File: src/rtl/video_timing_pkg.sv
// rtl/video_timing_pkg.sv - pattern modes, bar colours and 640x480@60 default timing
package video_timing_pkg;

    typedef enum logic [1:0] {
        MODE_SOLID = 2'd0,
        MODE_BARS  = 2'd1,
        MODE_CHECK = 2'd2,
        MODE_GRID  = 2'd3
    } mode_e;

    // Index 0 is the leftmost bar: white, yellow, cyan, green, magenta, red, blue, black
    localparam logic [7:0][23:0] BAR_COLOURS = {
        24'h000000, 24'h0000FF, 24'hFF0000, 24'hFF00FF,
        24'h00FF00, 24'h00FFFF, 24'hFFFF00, 24'hFFFFFF
    };

    localparam int VGA_H_ACTIVE = 640;
    localparam int VGA_H_FP     = 16;
    localparam int VGA_H_SYNC   = 96;
    localparam int VGA_H_BP     = 48;
    localparam int VGA_V_ACTIVE = 480;
    localparam int VGA_V_FP     = 10;
    localparam int VGA_V_SYNC   = 2;
    localparam int VGA_V_BP     = 33;

endpackage

File: src/rtl/video_pattern_gen.sv
// rtl/video_pattern_gen.sv - S1 to S2 colour generation with registered rgb
module video_pattern_gen
    import video_timing_pkg::*;
#(
    parameter int CW       = 12,
    parameter int H_ACTIVE = VGA_H_ACTIVE,
    parameter int V_ACTIVE = VGA_V_ACTIVE,
    parameter int CHK_LOG  = 5
) (
    input  logic          clk,
    input  logic          rst,
    input  logic          en_i,
    input  mode_e         mode_i,
    input  logic [CW-1:0] x_i,
    input  logic [CW-1:0] y_i,
    input  logic          de_i,
    input  logic [2:0]    bar_i,
    input  logic [23:0]   colour_i,
    output logic [23:0]   rgb_o
);

    logic [23:0] w_rgb;
    logic        w_grid_hit;

    assign w_grid_hit = (x_i[5:0] == 6'd0) || (y_i[5:0] == 6'd0) ||
                        (x_i == CW'(H_ACTIVE - 1)) || (y_i == CW'(V_ACTIVE - 1));

    always_comb begin
        w_rgb = 24'h000000;
        if (de_i) begin
            case (mode_i)
                MODE_SOLID: w_rgb = colour_i;
                MODE_BARS:  w_rgb = BAR_COLOURS[bar_i];
                MODE_CHECK: w_rgb = (x_i[CHK_LOG] ^ y_i[CHK_LOG]) ? 24'hFFFFFF : 24'h000000;
                MODE_GRID:  w_rgb = w_grid_hit ? 24'hFFFFFF : 24'h000000;
                default:    w_rgb = 24'h000000;
            endcase
        end
    end

    always_ff @(posedge clk or posedge rst) begin
        if (rst) begin
            rgb_o <= 24'h000000;
        end else if (en_i) begin
            rgb_o <= w_rgb;
        end
    end

endmodule

File: src/rtl/video_timing_gen.sv
// rtl/video_timing_gen.sv - raster counters, sync decode, mode latch and output pipeline
module video_timing_gen
    import video_timing_pkg::*;
#(
    parameter int H_ACTIVE = VGA_H_ACTIVE,
    parameter int H_FP     = VGA_H_FP,
    parameter int H_SYNC   = VGA_H_SYNC,
    parameter int H_BP     = VGA_H_BP,
    parameter int V_ACTIVE = VGA_V_ACTIVE,
    parameter int V_FP     = VGA_V_FP,
    parameter int V_SYNC   = VGA_V_SYNC,
    parameter int V_BP     = VGA_V_BP,
    parameter bit HS_POL   = 1'b1,
    parameter bit VS_POL   = 1'b1,
    parameter int CW       = 12,
    parameter int CHK_LOG  = 5
) (
    input  logic          clk,
    input  logic          rst,
    input  logic          en_i,
    input  logic [1:0]    mode_i,
    input  logic [23:0]   colour_i,
    output logic          hsync_o,
    output logic          vsync_o,
    output logic          de_o,
    output logic [CW-1:0] x_o,
    output logic [CW-1:0] y_o,
    output logic          frame_start_o,
    output logic [7:0]    red_o,
    output logic [7:0]    green_o,
    output logic [7:0]    blue_o
);

    localparam int H_TOTAL  = H_ACTIVE + H_FP + H_SYNC + H_BP;
    localparam int V_TOTAL  = V_ACTIVE + V_FP + V_SYNC + V_BP;
    localparam int HS_START = H_ACTIVE + H_FP;
    localparam int HS_END   = HS_START + H_SYNC;
    localparam int VS_START = V_ACTIVE + V_FP;
    localparam int VS_END   = VS_START + V_SYNC;
    localparam int BAR_W    = (H_ACTIVE / 8 > 0) ? H_ACTIVE / 8 : 1;

    // S0: counters, mode latch and a running bar index that avoids an x/BAR_W divider
    logic [CW-1:0] r_h;
    logic [CW-1:0] r_v;
    logic [CW-1:0] r_bar_px;
    logic [2:0]    r_bar_idx;
    mode_e         r_mode;
    logic          w_h_last;
    logic          w_v_last;

    assign w_h_last = (r_h == CW'(H_TOTAL - 1));
    assign w_v_last = (r_v == CW'(V_TOTAL - 1));

    always_ff @(posedge clk or posedge rst) begin
        if (rst) begin
            r_h       <= '0;
            r_v       <= '0;
            r_bar_px  <= '0;
            r_bar_idx <= 3'd0;
            r_mode    <= MODE_SOLID;
        end else if (en_i) begin
            if (w_h_last) begin
                r_h       <= '0;
                r_bar_px  <= '0;
                r_bar_idx <= 3'd0;
                if (w_v_last) begin
                    r_v    <= '0;
                    r_mode <= mode_e'(mode_i);
                end else begin
                    r_v <= r_v + CW'(1);
                end
            end else begin
                r_h <= r_h + CW'(1);
                if (r_bar_px == CW'(BAR_W - 1)) begin
                    r_bar_px <= '0;
                    if (r_bar_idx != 3'd7) begin
                        r_bar_idx <= r_bar_idx + 3'd1;
                    end
                end else begin
                    r_bar_px <= r_bar_px + CW'(1);
                end
            end
        end
    end

    // S1: registered decode
    logic          r1_de;
    logic          r1_hs;
    logic          r1_vs;
    logic          r1_fs;
    logic [CW-1:0] r1_x;
    logic [CW-1:0] r1_y;
    logic [2:0]    r1_bar;
    mode_e         r1_mode;
    logic          w_hs_act;
    logic          w_vs_act;

    assign w_hs_act = (r_h >= CW'(HS_START)) && (r_h < CW'(HS_END));
    assign w_vs_act = (r_v >= CW'(VS_START)) && (r_v < CW'(VS_END));

    always_ff @(posedge clk or posedge rst) begin
        if (rst) begin
            r1_de   <= 1'b0;
            r1_hs   <= ~HS_POL;
            r1_vs   <= ~VS_POL;
            r1_fs   <= 1'b0;
            r1_x    <= '0;
            r1_y    <= '0;
            r1_bar  <= 3'd0;
            r1_mode <= MODE_SOLID;
        end else if (en_i) begin
            r1_de   <= (r_h < CW'(H_ACTIVE)) && (r_v < CW'(V_ACTIVE));
            r1_hs   <= w_hs_act ? HS_POL : ~HS_POL;
            r1_vs   <= w_vs_act ? VS_POL : ~VS_POL;
            r1_fs   <= (r_h == '0) && (r_v == '0);
            r1_x    <= r_h;
            r1_y    <= r_v;
            r1_bar  <= r_bar_idx;
            r1_mode <= r_mode;
        end
    end

    // S2: timing outputs, aligned with the registered rgb from the pattern generator
    logic          r2_de;
    logic          r2_hs;
    logic          r2_vs;
    logic          r2_fs;
    logic [CW-1:0] r2_x;
    logic [CW-1:0] r2_y;
    logic [23:0]   w_rgb;

    always_ff @(posedge clk or posedge rst) begin
        if (rst) begin
            r2_de <= 1'b0;
            r2_hs <= ~HS_POL;
            r2_vs <= ~VS_POL;
            r2_fs <= 1'b0;
            r2_x  <= '0;
            r2_y  <= '0;
        end else if (en_i) begin
            r2_de <= r1_de;
            r2_hs <= r1_hs;
            r2_vs <= r1_vs;
            r2_fs <= r1_fs;
            r2_x  <= r1_x;
            r2_y  <= r1_y;
        end
    end

    video_pattern_gen #(
        .CW       (CW),
        .H_ACTIVE (H_ACTIVE),
        .V_ACTIVE (V_ACTIVE),
        .CHK_LOG  (CHK_LOG)
    ) u_pattern (
        .clk      (clk),
        .rst      (rst),
        .en_i     (en_i),
        .mode_i   (r1_mode),
        .x_i      (r1_x),
        .y_i      (r1_y),
        .de_i     (r1_de),
        .bar_i    (r1_bar),
        .colour_i (colour_i),
        .rgb_o    (w_rgb)
    );

    assign hsync_o       = r2_hs;
    assign vsync_o       = r2_vs;
    assign de_o          = r2_de;
    assign x_o           = r2_x;
    assign y_o           = r2_y;
    assign frame_start_o = r2_fs;
    assign {red_o, green_o, blue_o} = w_rgb;

endmodule
File: config.mk
export PLATFORM = sky130hd
export DESIGN_NAME = video_timing_gen
export DESIGN_NICKNAME = d
export VERILOG_FILES = /design/src/rtl/video_timing_pkg.sv /design/src/rtl/video_pattern_gen.sv /design/src/rtl/video_timing_gen.sv
export SDC_FILE = /design/constraint.sdc
export NUM_CORES = 1
export LEC_CHECK = 0
export BUFFER_PORTS_ARGS = -buffer_cell sky130_fd_sc_hd__buf_2
export CAP_MARGIN = 10
export CORE_ASPECT_RATIO = 0.75
export CORE_UTILIZATION = 35
export CTS_CLUSTER_SIZE = 40
export DETAILED_ROUTE_END_ITERATION = 7
export PLACE_DENSITY_LB_ADDON = 0.2
export RECOVER_POWER = 25
export SLEW_MARGIN = 30
export SYNTH_ARGS = -nofsm -noshare
export SYNTH_HDL_FRONTEND = slang
export SYNTH_SLANG_ARGS = --single-unit
export TNS_END_PERCENT = 50
File: constraint.sdc
create_clock -name clk -period 4.77 [get_ports clk]
set_input_delay 0.2385 -clock clk [delete_from_list [all_inputs] [get_ports clk]]
set_output_delay 0.2385 -clock clk [all_outputs]
set_load 0.02 [all_outputs]
==> results by group, run 1 <==
Cells and area
  – Filler cells: 1474
  – Antenna diodes: 0
  – Layout cells sized above 1: 0.293
  – Final instance area: 0.00684 sq mm
  – Most frequent cells in the layout: dfrtp_1 (126), buf_2 (67), mux2_2 (60)
  – Leading cell type in the layout, fill and taps excluded: dfrtp_1
  – Area Growth Syn to Fin: 20.2%
  – Final nets: 635
  – Util after Layout: 0.439
  – Non-filler cells in the finished layout: 815
  – FF/Latch Area: 0.00315 sq mm
  – Multi-input gate area: 0.00234 sq mm

Floorplan
  – Core box area: 0.0156 sq mm
  – Effective utilization at floorplan: 0.365
  – Num rows: 39
  – # IOs: 81
  – Die Wd: 149 um
  – Die ar.: 0.0168 sq mm
  – Die height: 112 um

Placement
  – Routability Congestion: 0.819
  – Port bufs: 80
  – Placement Cell Area: 0.00626 sq mm
  – Inst Count DP: 783
  – Placed wire-length estimate: 8630 um

Setup path
  – Setup crit end kind: flop
  – Kind of critical path: flop to flop
  – Max incr delay on CP: 0.60 ns
  – CP Launch Point: r_h[5]
  – Slowest CP cell: or4_4
  – Worst Path Max Fanout: 8
  – CP Cell Sequence: or4_4 -> or3_1 -> nor2_2 -> mux2_2
  – RR Startpoint: r_h[5]
  – Required @ worst endpoint: 5.06 ns
  – CP arrival: 2.62 ns
  – Worst setup SP type: flop

GRT
  – Vias in the first global route: 4118
  – Initial antenna violation count: 0
  – Gr usage total: 0.164
  – Largest net degree at the start of global routing: 63
  – First-pass GRT wire length: 21200 um
  – Overflow after GRT: 0

Synthesis
  – Syn_nets: 553
  – Synth Flop Type: dfrtp_1
  – Async set or reset register ratio after synthesis: 1.00
  – FF+latch count, synth: 126
  – Synth Warn #: 0
  – Post-synthesis cell type count: 57
  – Sequential fraction of the synthesis area: 0.554
  – Syn Inst Count: 516
  – Avg Inst Size Synth: 11.0 sq um
  – Post-synth EDFFs: 0
  – Post-Syn Area: 0.00569 sq mm

Power
  – Peak supply drop: 232 uV
  – PD cells: 425 mW/mm^2
  – Static Leakage: 3.31 nW

Clock network
  – CTS Sinks: 126
  – Postcts setup bufs: 0
  – H-tree depth: 4
  – CTS root buf: clkbuf_16
  – Clk Latency, worst-skew pair: 0.42 ns
  – CTS max path bufs: 2
  – CTS tree: yes
  – Inserted Clock Buffers: 17
  – Clock-pin slew on the worst setup and hold paths: 0.06 ns

Timing
  – Setup TNS: 0 ns
  – Clock Skew: 0.0101 ns
  – Final worst path period need: 2.33 ns
  – Slew headroom: -0.0358
  – Worst Hold Slack: 0.0999 ns
  – RSZ-0062 raised after global routing: false
  – Hold Fails Final Rpt: 0
  – Slew of the pin with the lowest slew margin: 1.55 ns
  – Slew Limit Fails: 36
  – Final Setup Violations: 0
  – Final Cycle Share: 0.489
  – Max Freq: 429 MHz

Route
  – DRC Markers: 0
  – Wirelength per Cell: 15.5 um
  – TritonRoute pass-1 iters: 5
  – Drt initial violations: 346
  – Vias: 4172
  – Total Wirelength: 12600 um
  – Drt via density: 5.12
  – Post-route ant nets: 0

Flow run
  – Max-Cap Viols: 1

Min path
  – Min-Delay Path Class: input pin to flop
  – Min-delay src: mode_i[0]

Outcome
  – Outcome: complete, but fails checks
  – Failing checks: max-capacitance violations, max-slew violations
-- logic make-up after synthesis --
group,synth area share
buf+inv,0.0348
fa+ha+maj,0.0176
flops,0.554
simple gates,0.167
xor+xnor,0.0216
mux,0.121
compound gates,0.0843
-- final cells by class --
class	instances	share of cell area
clock buffers	18	0.0642
clock inverters	13	0.0209
inverters	19	0.0106
multi-input cells	348	0.342
flip-flops and latches	126	0.461
well taps	205	0.0375
repair buffers	86	0.0637
-- flip-flops by register name (all words and copies together) (netlist names), 2 cells and up --
| signal | flops |
|---|---|
| x_o | 12 |
| r_bar_px | 12 |
| y_o | 12 |
| u_pattern.rgb_o | 24 |
| r_v | 12 |
| r1_x | 12 |
| r1_bar | 3 |
| r1_y | 12 |
| r_h | 12 |
| r_mode | 2 |
| r1_mode | 2 |
| r_bar_idx | 3 |
-- metal layers --
layer	wire length (um)	track usage	vias to the layer above
met2	5460	0.231	105
met4	166	0.0565	0
met1	6410	0.238	2050
met3	576	0.0463	15
met5	0	0	-
li1	-	-	2002
-- worst max-delay path: cells and delay by family, from the launching register on --
family | cells | cell delay [ns]
mux | 1 | 0.35
flops | 1 | 0.45
simple gates | 3 | 1.41
-- synth_stat cells, drive strengths merged, types with 3 or more instances --
| cell | n | area, sq um |
|---|---|---|
| nor2 | 56 | 236 |
| nor4 | 4 | 25.0 |
| nand4b | 5 | 43.8 |
| o31ai | 5 | 37.5 |
| ha | 8 | 100 |
| a21oi | 24 | 120 |
| clkbuf | 19 | 91.3 |
| and3 | 6 | 40.0 |
| xor2 | 6 | 52.6 |
| nand3 | 25 | 125 |
| nand4 | 7 | 43.8 |
| o21ai | 21 | 105 |
| mux2 | 60 | 676 |
| nand2 | 50 | 188 |
| o221ai | 4 | 35.0 |
| buf | 4 | 35.0 |
| inv | 19 | 71.3 |
| a211o | 3 | 26.3 |
| xnor2 | 8 | 70.1 |
| nor3 | 11 | 60.1 |
| or3 | 4 | 26.3 |
| dfrtp | 126 | 3150 |
| o311ai | 3 | 26.3 |
| o32ai | 3 | 26.3 |
| or4 | 6 | 48.8 |
-- stage by stage --
stage,worst slack [ns],power (mW)
finish,2.44,2.91
global route,2.19,3.05
CTS,2.44,2.95
detailed placement,2.40,1.67
global placement,2.47,1.66
floorplan,1.18,1.54
-- power breakdown --
group	total [mW]	internal, mW	switching (mW)
registers	1.29	1.18	0.113
logic	0.351	0.151	0.200
clock network	1.26	0.781	0.484
total	2.91	2.11	0.797
-- timing repair --
action / in CTS / in global routing
hold endpoints to repair: 33 / 0
hold buffers: 1 / 0
gates resized for setup: 0 / 0
-- path summary, 6_finish.rpt --
path / slack [ns] / cells past startpoint / endpoint
worst max-delay path: 2.44 / 4 / r_mode[0]
worst min-delay path: 0.1 / 2 / r_mode[0]
worst max register to register: 2.44 / 4 / r_mode[0]
worst min register to register: 0.50 / 2 / u_pattern.rgb_o[8]
max in group asynchronous: 2.61 / 4 / hsync_o
min in group asynchronous: 0.73 / 3 / y_o[1]
No activity file was read; power rests on OpenSTA's default activity.
==> inputs of run 2 (changes only) <==
==> constraint.sdc (replaced) <==
create_clock -name clk -period 1.9 [get_ports clk]
set_input_delay 0.095 -clock clk [delete_from_list [all_inputs] [get_ports clk]]
set_output_delay 0.095 -clock clk [all_outputs]
set_load 0.02 [all_outputs]
==> run 2 against run 1 <==
The run ends with negative setup slack left. Worst setup slack worse by 2.5 ns. Hold slack worse by 0.081 ns. Clock-buffer cell count up 3. Via count up 8.9%. Non-clock buffer count up 80. Cell area up 12%. Critical path depth up 2. Total power rose to 2.7 times the previous value. Utilization up 5.3 points. Die area unchanged. Clock skew down 0.0022 ns. Critical path type unchanged. Largest cell class unchanged.
==> results by group, run 2 (synthesis gave the netlist of run 1 again) <==
Outcome
  – Outcome: complete, but fails checks
  – Failing checks: negative setup slack

Setup path
  – CP arrival: 2.28 ns (-0.34 ns)
  – CP Cell Sequence: or4_4 -> or3_4 -> buf_12 -> nor2_4 -> nand4_1 -> xnor2_1
  – Required @ worst endpoint: 2.20 ns (-2.86 ns)
  – Worst setup SP type: flop
  – Kind of critical path: flop to flop
  – Max incr delay on CP: 0.54 ns (-0.06 ns)
  – Worst Path Max Fanout: 7 (-1)
  – Slowest CP cell: or4_4
  – Setup crit end kind: flop

Cells and area
  – Layout cells sized above 1: 0.363 (+0.0693)
  – Antenna diodes: 0 (unchanged)
  – Final instance area: 0.00767 sq mm (+12%)
  – Final nets: 717 (+13%)
  – Top reg by flops: u_pattern.rgb_o
  – Leading cell type in the layout, fill and taps excluded: dfrtp_1
  – Util after Layout: 0.493 (+0.0535)
  – Area Growth Syn to Fin: 34.8%
  – Most frequent cells in the layout: dfrtp_1 (126), buf_2 (80), mux2_2 (58)
  – Max reg flops: 24 (unchanged)
  – Filler cells: 1388 (-5.8%)

Placement
  – Routability Congestion: 0.819 (unchanged)
  – Port bufs: 80 (unchanged)
  – Placed wire-length estimate: 9580 um (+11%)
  – Pre-CTS setup slack: -0.152 ns (-2.55 ns)
  – Placement Cell Area: 0.00672 sq mm (+7.3%)

Timing
  – Slew of the pin with the lowest slew margin: 1.09 ns (-0.451 ns)
  – Final WS setup: -0.0765 ns (-2.51 ns)
  – Slew Limit Fails: 0 (-100%)
  – Final Setup Violations: 13 (+13)
  – Clock Skew: 0.00796 ns (-0.00217 ns)
  – Slew headroom: 0.267 (+0.302)
  – Hold Fails Final Rpt: 0 (unchanged)
  – RSZ-0062 raised after global routing: true
  – Final worst path period need: 1.98 ns (-0.356 ns)
  – Final Cycle Share: 1.04 (+0.551)
  – Worst Hold Slack: 0.0187 ns (-0.0812 ns)
  – Max Freq: 506 MHz (+18%)

Route
  – Drt initial violations: 336 (-2.9%)
  – Wirelength per Cell: 15.8 um (+2.3%)
  – Drt via density: 5.07 (-1.0%)
  – TritonRoute pass-1 iters: 6 (+1)
  – Total Wirelength: 14200 um (+13%)
  – Vias: 4545 (+8.9%)
  – DRC Markers: 0 (unchanged)
  – Post-route ant nets: 0 (unchanged)

GRT
  – Vias in the first global route: 4584 (+11%)
  – First-pass GRT wire length: 23900 um (+13%)
  – Overflow after GRT: 0 (unchanged)
  – Initial antenna violation count: 0 (unchanged)
  – Largest net degree at the start of global routing: 52 (-17%)
  – Gr usage total: 0.184 (+0.0206)

Floorplan
  – Die height: 112 um (unchanged)
  – Core box area: 0.0156 sq mm (unchanged)
  – Die Wd: 149 um (unchanged)
  – Effective utilization at floorplan: 0.365 (unchanged)
  – Num rows: 39 (unchanged)
  – Die ar.: 0.0168 sq mm (unchanged)
  – # IOs: 81 (unchanged)

Clock network
  – CTS root buf: clkbuf_16
  – Clock-pin slew on the worst setup and hold paths: 0.06 ns (about the same)
  – CTS max path bufs: 2 (unchanged)
  – Inserted Clock Buffers: 17 (unchanged)
  – Clk Latency, worst-skew pair: 0.42 ns (about the same)
  – H-tree depth: 4 (unchanged)
  – CTS tree: yes
  – CTS Sinks: 126 (unchanged)

Power
  – Peak supply drop: 638 uV (+170%)
  – PD cells: 1010 mW/mm^2 (+140%)
  – Design Power: 7.72 mW (+170%)
  – Static Leakage: 3.77 nW (+14%)

Flow run
  – Max-Cap Viols: 0 (-1)

Min path
  – Min-Delay Path Class: input pin to flop
[run 2: through the flow]
stage | setup TNS, ns | std cells
after floorplan | -0.688 | 516
after global placement | -2.16 | 834
after detailed placement | -4.40 | 834
after CTS | -0.747 | 895
after global routing | -1.72 | 897
final | -0.420 | 897
[run 2: area by class of cell]
cell class / count / area (sq um) / share of cell area
multi-input combinational: 350 / 2430 / 0.317
clock inverter: 10 / 136 / 0.0178
inverter: 19 / 72.6 / 0.00946
sequential: 126 / 3150 / 0.411
timing repair buffer: 166 / 1140 / 0.149
tap: 205 / 256 / 0.0334
clock buffer: 21 / 480 / 0.0627
[run 2: power by group]
part           internal [mW]  switching [mW]  leakage [nW]
combinational          0.543           0.668          1.85
sequential              2.96           0.200          1.62
clock                   2.19            1.17         0.297
[run 2: final timing paths]
check / startpoint / endpoint / slack [ns] / depth (start not counted)
min in group asynchronous: rst / y_o[2] / 0.43 / 3
setup reg to reg: r_h[5] / r_v[10] / -0.08 / 6
setup / recovery: r_h[5] / r_v[10] / -0.08 / 6
hold / removal: colour_i[17] / u_pattern.rgb_o[17] / 0.02 / 5
max in group asynchronous: rst / u_pattern.rgb_o[9] / 0.41 / 4
hold reg to reg: u_pattern.rgb_o[13] / u_pattern.rgb_o[13] / 0.49 / 2
[run 2: critical path, delay by kind of cell, from the launching register on]
kind,cells,cell delay [ns]
AND/OR/NAND/NOR,4,1.18
buffers and inverters,1,0.16
XOR/XNOR,1,0.14
flip-flops,1,0.37
[run 2: routing by layer]
metal  vias up  GRT usage  share of wire
met4         0     0.0660          0.014
met3        18     0.0459          0.038
met2       102      0.269           0.45
met1      2260      0.264           0.50
li1       2165          -              -
met5         -          0              0
[run 2: timing repair]
action                                  in CTS  in global routing
gates cloned                                 3                  0
hold buffers                                23                  0
gates resized for setup                     15                  8
endpoints found under the setup margin      52                 27
endpoints found under the hold margin       39                  0
setup buffers                                4                  2
pin swaps                                   11                  6
==> inputs of run 3 (changes only) <==
--- a/config.mk
+++ b/config.mk
@@ -7,8 +7,10 @@
 export LEC_CHECK = 0
 export BUFFER_PORTS_ARGS = -buffer_cell sky130_fd_sc_hd__buf_2
 export CAP_MARGIN = 10
+export CELL_PAD_IN_SITES_DETAIL_PLACEMENT = 0
+export CELL_PAD_IN_SITES_GLOBAL_PLACEMENT = 2
 export CORE_ASPECT_RATIO = 0.75
-export CORE_UTILIZATION = 35
+export CORE_UTILIZATION = 34
 export CTS_CLUSTER_SIZE = 40
 export DETAILED_ROUTE_END_ITERATION = 7
 export PLACE_DENSITY_LB_ADDON = 0.2
==> run 3 against run 2 <==
Critical path depth stayed put. Fmax is 0.96% higher. Largest power group unchanged. Highest routed layer unchanged. Clock skew hardly changed. The run still ends with negative setup slack left. Clock power is 4% lower.
==> results by group, run 3 (synthesis gave the netlist of run 1 again) <==
Setup path
  – CP arrival: 2.25 ns (-0.03 ns)
  – Worst Path Max Fanout: 4 (-3)
  – Kind of critical path: flop to flop
  – CP Cell Sequence: or4_4 -> or3_4 -> buf_6 -> nor2_4 -> nand4_1 -> xnor2_1
  – Worst setup SP type: flop
  – Slowest CP cell: or4_4
  – Max incr delay on CP: 0.53 ns (about the same)
  – Setup crit end kind: flop
  – R2R Setup Slk: -0.06 ns (+0.02 ns)
  – Required @ worst endpoint: 2.19 ns (about the same)

Cells and area
  – Final instance area: 0.00786 sq mm (+2.5%)
  – Final nets: 739 (+3.1%)
  – Layout cells sized above 1: 0.385 (+0.0219)
  – Antenna diodes: 0 (unchanged)
  – Most frequent cells in the layout: dfrtp_1 (125), buf_2 (79), buf_4 (62)
  – Leading cell type in the layout, fill and taps excluded: dfrtp_1
  – Area Growth Syn to Fin: 38.2%
  – Max reg flops: 24 (unchanged)
  – Top reg by flops: u_pattern.rgb_o
  – Util after Layout: 0.486 (-0.00627)

Route
  – Wirelength per Cell: 16.5 um (+4.0%)
  – Post-route ant nets: 0 (unchanged)
  – Total Wirelength: 15200 um (+7.2%)
  – Vias: 4594 (+1.1%)
  – TritonRoute pass-1 iters: 4 (-2)
  – DRC Markers: 0 (unchanged)
  – Drt via density: 4.97 (-2.0%)
  – Drt initial violations: 263 (-22%)

GRT
  – Largest net degree at the start of global routing: 38 (-27%)
  – Grt met2 use: 0.273 (+0.00391)
  – Vias in the first global route: 4609 (+0.55%)
  – Met3 Resource Use GR: 0.0440 (-0.00193)
  – First-pass GRT wire length: 24600 um (+2.9%)
  – Gr usage total: 0.191 (+0.00658)
  – Overflow after GRT: 0 (unchanged)
  – Met1 Use GR: 0.283 (+0.0196)
  – Initial antenna violation count: 0 (unchanged)
  – Gr busiest metal: met1

Clock network
  – Clock-pin slew on the worst setup and hold paths: 0.06 ns (about the same)
  – H-tree depth: 4 (unchanged)
  – CTS Sinks: 126 (unchanged)
  – Inserted Clock Buffers: 17 (unchanged)
  – Clk Latency, worst-skew pair: 0.41 ns (about the same)
  – CTS max path bufs: 2 (unchanged)
  – CTS tree: yes
  – CTS root buf: clkbuf_16

Power
  – Static Leakage: 3.87 nW (+2.5%)
  – Design Power: 7.66 mW (-0.82%)
  – Comb power frac: 0.168 (+0.011)
  – P_int: 5.60 mW (-1.4%)
  – PD cells: 974 mW/mm^2 (-3.3%)
  – Sequential power share: 0.409 (about the same)
  – Sw power: 2.06 mW (+0.90%)
  – Clock group share of total power: 0.422 (-0.013)
  – Switch share: 0.268 (+0.00457)
  – Peak supply drop: 468 uV (-27%)

Timing
  – Slew Limit Fails: 0 (unchanged)
  – Final WS setup: -0.0577 ns (+0.0188 ns)
  – Setup TNS: -0.366 ns (+0.0542 ns)
  – Max Freq: 511 MHz (+0.96%)
  – Clock Skew: 0.00843 ns (+0.000475 ns)
  – RSZ-0062 raised after global routing: true
  – Final Setup Violations: 12 (-1)
  – Slew headroom: 0.210 (-0.0565)
  – Final Cycle Share: 1.03 (-0.00990)
  – Hold Fails Final Rpt: 0 (unchanged)
  – Final worst path period need: 1.96 ns (-0.0188 ns)
  – Slew of the pin with the lowest slew margin: 1.18 ns (+0.0842 ns)

Min path
  – Min-Delay Path Class: input pin to flop

Floorplan
  – Core box area: 0.0162 sq mm (+3.9%)
  – Die ar.: 0.0173 sq mm (+2.9%)
  – Effective utilization at floorplan: 0.352 (-0.0135)
  – # IOs: 81 (unchanged)
  – Die height: 114 um (+1.4%)
  – Num rows: 40 (+2.6%)
  – Die Wd: 151 um (+1.4%)

Placement
  – Port bufs: 80 (unchanged)
  – Routability Congestion: 0.813 (-0.77%)
  – Placement Cell Area: 0.00682 sq mm (+1.5%)
  – Placed wire-length estimate: 10400 um (+8.6%)
  – Pre-CTS setup slack: -0.174 ns (-0.0219 ns)

Outcome
  – Failing checks: negative setup slack
  – Outcome: complete, but fails checks

Flow run
  – Max-Cap Viols: 0 (unchanged)
run 3: cell types whose count changed in the layout (fill, tap and decap cells not counted), sizes merged:
cell         change
dlygate4sd3      +3
clkinv           +1
clkbuf           +2
buf             +18
bufinv           -1
run 3: power by group through the flow:
stage	clock network, mW	logic [mW]	registers, mW
after global routing	3.41	1.42	3.17
after global placement	0	1.23	3.18
after CTS	3.30	1.32	3.14
after floorplan	0	0.553	3.32
after detailed placement	0	1.26	3.18
final	3.23	1.29	3.14
run 3: cell type report:
class / instances / area, sq um
clock buffer: 22 / 484
fill: 1530 / 8300
inverter: 19 / 72.6
sequential: 126 / 3150
multi-input combinational: 350 / 2480
clock inverter: 10 / 111
tap: 210 / 263
timing repair buffer: 188 / 1290
run 3: worst paths after layout:
check,cells after the start,end,from
max in group asynchronous,4,r_v[10],rst
setup reg to reg,6,r_v[10],r_h[10]
min in group asynchronous,3,r1_de,rst
setup / recovery,6,r_v[10],r_h[10]
hold / removal,5,u_pattern.rgb_o[3],colour_i[3]
hold reg to reg,2,u_pattern.rgb_o[15],u_pattern.rgb_o[15]
run 3: stage by stage:
step | hold slack [ns] | cells
after detailed placement | 0.210 | 855
after CTS | 0.00331 | 919
after global placement | 0.219 | 855
final | 0.0205 | 925
after floorplan | 0.247 | 516
after global routing | 0.0479 | 925
run 3: timing repair:
action                     in CTS  in global routing
setup endpoints to repair      49                 48
hold buffers                   26                  0
gates resized for setup        20                 20
pin swaps                      12                  6
gates cloned                    3                  0
hold endpoints to repair       44                  0
buffers inserted                3                  6
run 3: worst max-delay path: cells and delay by family, from the launching register on:
family | cells | cell delay [ns]
AND/OR/NAND/NOR | 4 | 1.19
XOR/XNOR | 1 | 0.14
flip-flops | 1 | 0.37
buffers and inverters | 1 | 0.14
run 3: metal layers:
metal | part of all wire | vias to the layer above
li1 | - | 2211
met1 | 0.53 | 2295
met2 | 0.43 | 78
met3 | 0.034 | 10
met4 | 0.010 | 0
met5 | 0 | -
